**src/rtl/reg_seq_ctrl_pkg.sv**
```systemverilog
// Shared types for the register sequencer: operation and state encodings,
// default widths and shift-direction helpers.
package reg_seq_ctrl_pkg;

    localparam int DEF_DATA_WIDTH = 16;
    localparam int DEF_CNT_WIDTH  = 4;

    typedef enum logic [2:0] {
        OP_SHL = 3'd0,
        OP_SHR = 3'd1,
        OP_ASR = 3'd2,
        OP_ROL = 3'd3,
        OP_ROR = 3'd4,
        OP_INC = 3'd5,
        OP_DEC = 3'd6,
        OP_CLR = 3'd7
    } op_t;

    typedef enum logic [1:0] {
        S_IDLE = 2'd0,
        S_LOAD = 2'd1,
        S_STEP = 2'd2,
        S_DONE = 2'd3
    } state_t;

    function automatic logic is_left(input op_t o);
        return (o == OP_SHL) || (o == OP_ROL);
    endfunction

    function automatic logic is_right(input op_t o);
        return (o == OP_SHR) || (o == OP_ASR) || (o == OP_ROR);
    endfunction

endpackage

```
**src/rtl/reg_seq_ctrl_step_counter.sv**
```systemverilog
// Loadable down-counter for the step phase; last flags the final step.
module step_counter #(
    parameter int CNT_WIDTH = 4
) (
    input  logic                 clk,
    input  logic                 rst_n,
    input  logic                 load,
    input  logic [CNT_WIDTH-1:0] load_val,
    input  logic                 dec,
    output logic                 last
);

    logic [CNT_WIDTH-1:0] cnt;

    always_ff @(posedge clk or negedge rst_n) begin
        if (!rst_n) begin
            cnt <= '0;
        end else if (load) begin
            cnt <= load_val;
        end else if (dec && (cnt != '0)) begin
            cnt <= cnt - 1'b1;
        end
    end

    assign last = (cnt == CNT_WIDTH'(1));

endmodule

```
**src/rtl/reg_seq_ctrl.sv**
```systemverilog
// Multi-cycle sequencer driving one register's control inputs for shift,
// rotate, step inc/dec and clear. Optional carry output: REG_SEQ_CTRL_CARRY_EN.
module reg_seq_ctrl
    import reg_seq_ctrl_pkg::*;
#(
    parameter int DATA_WIDTH = DEF_DATA_WIDTH,
    parameter int CNT_WIDTH  = DEF_CNT_WIDTH
) (
    input  logic                  clk,
    input  logic                  rst_n,
    input  logic                  start,
    input  logic [2:0]            op,
    input  logic [CNT_WIDTH-1:0]  count,
    input  logic [DATA_WIDTH-1:0] reg_q,
    output logic                  reg_cl,
    output logic                  reg_ld,
    output logic                  reg_inc,
    output logic                  reg_dec,
    output logic                  reg_sr,
    output logic                  reg_sl,
    output logic                  reg_ir,
    output logic                  reg_il,
    output logic                  busy,
    output logic                  done,
    output logic [1:0]            state_dbg
`ifdef REG_SEQ_CTRL_CARRY_EN
    ,
    output logic                  carry
`endif
);

    // Handshake: start is taken only on an IDLE edge (op/count latched there);
    // busy covers LOAD+STEP, done is a one-cycle pulse with the result on reg_q,
    // and start seen in any other state is dropped, never queued.
    state_t               state;
    op_t                  op_q;
    logic [CNT_WIDTH-1:0] count_q;
    logic                 cnt_last;
    logic                 step_next;

    step_counter #(.CNT_WIDTH(CNT_WIDTH)) u_step_counter (
        .clk      (clk),
        .rst_n    (rst_n),
        .load     (state == S_LOAD),
        .load_val (count_q),
        .dec      (state == S_STEP),
        .last     (cnt_last)
    );

    assign step_next = ((state == S_LOAD) && (op_q != OP_CLR) && (count_q != '0)) ||
                       ((state == S_STEP) && !cnt_last);

    always_ff @(posedge clk or negedge rst_n) begin
        if (!rst_n) begin
            state   <= S_IDLE;
            op_q    <= OP_SHL;
            count_q <= '0;
            reg_cl  <= 1'b0;
            reg_ld  <= 1'b0;
            reg_inc <= 1'b0;
            reg_dec <= 1'b0;
            reg_sr  <= 1'b0;
            reg_sl  <= 1'b0;
            busy    <= 1'b0;
            done    <= 1'b0;
        end else begin
            reg_cl  <= 1'b0;
            reg_ld  <= 1'b0;
            reg_inc <= 1'b0;
            reg_dec <= 1'b0;
            reg_sr  <= 1'b0;
            reg_sl  <= 1'b0;
            done    <= 1'b0;
            case (state)
                S_IDLE: begin
                    if (start) begin
                        op_q    <= op_t'(op);
                        count_q <= count;
                        busy    <= 1'b1;
                        state   <= S_LOAD;
                        if (op_t'(op) == OP_CLR) reg_cl <= 1'b1;
                        else                     reg_ld <= 1'b1;
                    end
                end
                S_LOAD, S_STEP: begin
                    if (step_next) begin
                        state <= S_STEP;
                    end else begin
                        state <= S_DONE;
                        busy  <= 1'b0;
                        done  <= 1'b1;
                    end
                end
                default: state <= S_IDLE;
            endcase
            // One step control per STEP cycle, chosen by the latched op.
            if (step_next) begin
                reg_sl  <= is_left(op_q);
                reg_sr  <= is_right(op_q);
                reg_inc <= (op_q == OP_INC);
                reg_dec <= (op_q == OP_DEC);
            end
        end
    end

    assign state_dbg = state;

    assign reg_il = reg_sl && (op_q == OP_ROL) && reg_q[DATA_WIDTH-1];
    assign reg_ir = reg_sr && (((op_q == OP_ASR) && reg_q[DATA_WIDTH-1]) ||
                               ((op_q == OP_ROR) && reg_q[0]));

`ifdef REG_SEQ_CTRL_CARRY_EN
    // Sampled before each step edge, so it sees the bit about to leave.
    always_ff @(posedge clk or negedge rst_n) begin
        if (!rst_n) begin
            carry <= 1'b0;
        end else if (state == S_LOAD) begin
            carry <= 1'b0;
        end else if (state == S_STEP) begin
            case (op_q)
                OP_SHL, OP_ROL:         carry <= reg_q[DATA_WIDTH-1];
                OP_SHR, OP_ASR, OP_ROR: carry <= reg_q[0];
                OP_INC:                 if (&reg_q) carry <= 1'b1;
                OP_DEC:                 if (reg_q == '0) carry <= 1'b1;
                default:                ;
            endcase
        end
    end
`else
    logic unused_reg_q;
    assign unused_reg_q = ^reg_q;
`endif

endmodule

```
**config.mk**
```make
export PLATFORM = sky130hd
export DESIGN_NAME = reg_seq_ctrl
export DESIGN_NICKNAME = d
export VERILOG_FILES = /design/src/rtl/reg_seq_ctrl_pkg.sv /design/src/rtl/reg_seq_ctrl_step_counter.sv /design/src/rtl/reg_seq_ctrl.sv
export SDC_FILE = /design/constraint.sdc
export NUM_CORES = 1
export LEC_CHECK = 0
export ABC_AREA = 0
export CAP_MARGIN = 20
export CORE_ASPECT_RATIO = 0.75
export CORE_MARGIN = 2
export CORE_UTILIZATION = 43
export CTS_CLUSTER_DIAMETER = 100
export CTS_CLUSTER_SIZE = 8
export DETAILED_ROUTE_END_ITERATION = 10
export GPL_TIMING_DRIVEN = 0
export HOLD_SLACK_MARGIN = 0.05
export PLACE_DENSITY = 0.77
export SLEW_MARGIN = 40
export SYNTH_ARGS = -nofsm -noshare
export SYNTH_HDL_FRONTEND = slang
export SYNTH_SLANG_ARGS = --single-unit
```
**constraint.sdc**
```tcl
create_clock -name clk -period 2 [get_ports clk]
set_input_delay 0.2 -clock clk [delete_from_list [all_inputs] [get_ports clk]]
set_output_delay 0.2 -clock clk [all_outputs]
set_load 0.01 [all_outputs]
```
==> flow_summary_export.csv, run 1 <==
group,metric,value,unit
cts,cts_tree,"done",
worst_setup_path,critPathBufInv,1,
grt,track_usage,16.7,%
sta,tns,0,ps
cts,path_clk_slew,120,ps
power,p_switching,781,uW
cts,clock_sinks,21,
worst_setup_path,path_cells,"nor2b_1, and4_1, clkdlybuf4s50_1",
die,top_level_ports,38,
sta,setup_viol,0,
synthesis,synth_most_common_cell,"dfrtp_1",
sta,rsz0062_at_grt,"false",
synthesis,synthCells,97,
cts,cts_root_buffer,"clkbuf_4",
synthesis,synth_seq_cells,21,
final_layout,drive_gt1_share,13.1,%
route,via_per_inst,5.16,
worst_setup_path,critPathTopFamily,"buffers and inverters",
route,drc,0,
route,drt_wl_total,2080,um
place,portBuffers,23,
synthesis,synth_area_leaders,"dfrtp_1, mux2_2, ha_1, nor2_1, inv_1",
worst_setup_path,critPathRequiredTime,1800,ps
sta,max_slew.worst_pin.slew,466,ps
power,power.density,1450,nW/um^2
die,coreArea,2310,um^2
route,num_vias,805,
synthesis,ys_types,30,
die,dieWidth,61.2,um
synthesis,netlist_area,1060,um^2
flow_run,cap_viol_max_count,0,
grt,grt_max_degree,22,
synthesis,yosys-top-cells-count,"dfrtp_1, mux2_2, nor2_1",
final_layout,fin_nets,156,
power,ir_worst_vdd,699,uV
worst_setup_path,arrival,1680,ps
power,switching_share,40.0,%
worst_setup_path,worst_path_max_delay_cell,"clkdlybuf4s50_1",
sta,min_period_over_period,94.0,%
die,dieHeight,46.9,um
worst_setup_path,critPathMaxFanout,9,
final_layout,instances_no_fill,156,
worst_setup_path,critPathCaptureType,"output port",
die,die_area,2870,um^2
cts,clk_path_buf_depth,2,
grt,grt-ovfl-total,0,
worst_setup_path,cp-start-kind,"flop",
min_path,min_path_type,"in2async",
sta,finClkSkew,4.90,ps
place,dp_cells,154,
sta,max_freq,532,MHz
synthesis,synth.avg_cell_area,10.9,um^2
worst_setup_path,crit_type,"reg2out",
place,dp_hpwl,1540,um
cts,cts_setup_buffers,0,
power,p_clk_share,10.7,%
cts,htreeDepth,1,
synthesis,yosys_warnings,0,
synthesis,synth_edf_count,0,
route,drtAntennaViolNets,0,
power,finalPower,1.95,mW
power,power_leakage,0.600,nW
synthesis,yosysSeqAreaShare,49.8,%
route,drtIter0Drc,20,
route,routedWlPerCell,13.3,um
grt,grt_pass1_vias,725,
sta,finalHoldViolCount,0,
synthesis,synth_area_leader_cell,"dfrtp_1",
power,seqPwrFrac,41.0,%
final_layout,area_delta_synth_final,28.0,%
grt,antenna_found_initial,0,
synthesis,netlist.area_leader.share,49.8,%
sta,drv_slew,0,
sta,fin_hold_ws,360,ps
power,comb_power_share,48.2,%
cts,cts_made_buffers,3,
synthesis,async_flop_share,100,%
cts,clock_latency,310,ps
die,start_util,45.7,%
place,gp_congestion,0.682,
synthesis,yosys_most_used_dff,"dfrtp_1",
power,internal-power,1.17,mW
run_status,status,"finished, final reports clean",
sta,post-route-min-period,1880,ps
worst_setup_path,critical-path-max-stage-delay,530,ps
synthesis,syn_nets,130,
sta,relSlewSlack,68.7,%
die,row_count,15,
grt,grt_first_pass_wirelength,3390,um
final_layout,antenna_cells,0,
route,first_pass_iters,4,
power groups by stage:
stage	Sequential, mW	Combinational, mW	Clock (mW)
floorplan	0.738	0.685	0
global placement	0.725	0.981	0
detailed placement	0.732	1.03	0
CTS	0.769	0.980	0.217
global route	0.825	1.06	0.238
finish	0.802	0.942	0.210
path summary, 6_finish.rpt:
| check | from | end | slack, ps | cells after the start |
|---|---|---|---|---|
| setup / recovery | op_q[2] | reg_il | 120 | 3 |
| hold / removal | rst_n | u_step_counter.cnt[2] | 360 | 2 |
| setup reg to reg | u_step_counter.cnt[1] | reg_inc | 270 | 5 |
| hold reg to reg | busy | busy | 520 | 1 |
| max in group asynchronous | rst_n | op_q[1] | 1290 | 2 |
| min in group clk | op[0] | reg_cl | 460 | 3 |
registers in the layout, indices dropped and copies added, names as in the netlist:
name                flops
reg_cl                  1
reg_inc                 1
reg_sl                  1
u_step_counter.cnt      4
op_q                    3
reg_ld                  1
done                    1
busy                    1
reg_sr                  1
state_dbg               2
count_q                 4
reg_dec                 1
metrics by stage:
stage               util, %  cell area [um^2]  setup slack, ps
finish                 58.5              1350              119
global route           58.5              1350             26.4
CTS                    58.6              1350             18.5
detailed placement     57.3              1320              145
global placement       57.6              1330              188
floorplan                 -              1060              457
logic make-up (layout without fill, tap and decap cells):
logic type	count (synthesis)	count (layout)	share of synthesized area, %
fa+ha+maj	7	7	8.29
buf+inv	10	35	3.55
xor+xnor	2	2	1.66
simple gates	32	32	16.5
compound gates	16	16	10.8
mux	9	9	9.48
flops	21	21	49.8
final cells by class:
cell class	count	area (um^2)
multi-input cells	66	493
well taps	34	42.5
inverters	7	26.3
clock inverters	1	5.00
repair buffers	24	234
fillers	205	957
clock buffers	3	22.5
flip-flops and latches	21	528
repair_timing:
action / in CTS / in global routing
hold endpoints to repair: 21 / 0
hold buffers: 1 / 0
gates resized for setup: 2 / 1
endpoints found under the setup margin: 2 / 1
pin swaps: 0 / 0
metal layers:
layer / part of all wire [%] / up-vias / global-route usage (%)
met5: 0 / - / 0
li1: - / 392 / -
met2: 47 / 17 / 27.4
met4: 1.2 / 0 / 5.22
met1: 47 / 392 / 21.1
met3: 4.2 / 4 / 5.51
placed cells by master (no fill, tap or decap), types with 2 or more instances in the layout:
master           count
clkdlybuf4s50_1     21
dfrtp_1             19
nor2_1               8
mux2_2               8
inv_1                7
nand2_1              7
ha_1                 7
nor3_1               3
o21ai_0              3
a211o_1              3
clkbuf_4             3
a31oi_1              2
or3b_1               2
nor3b_1              2
nor2b_1              2
a21oi_1              2
xor2_1               2
nand3_1              2
dfrtp_2              2
(Power assumes the default switching activity.)
==> run 2, diff against run 1 <==
- ABC_AREA: 0 -> unset
==> results of run 2 <==
No change in the layout: final DEF, timing and power equal those of run 1.
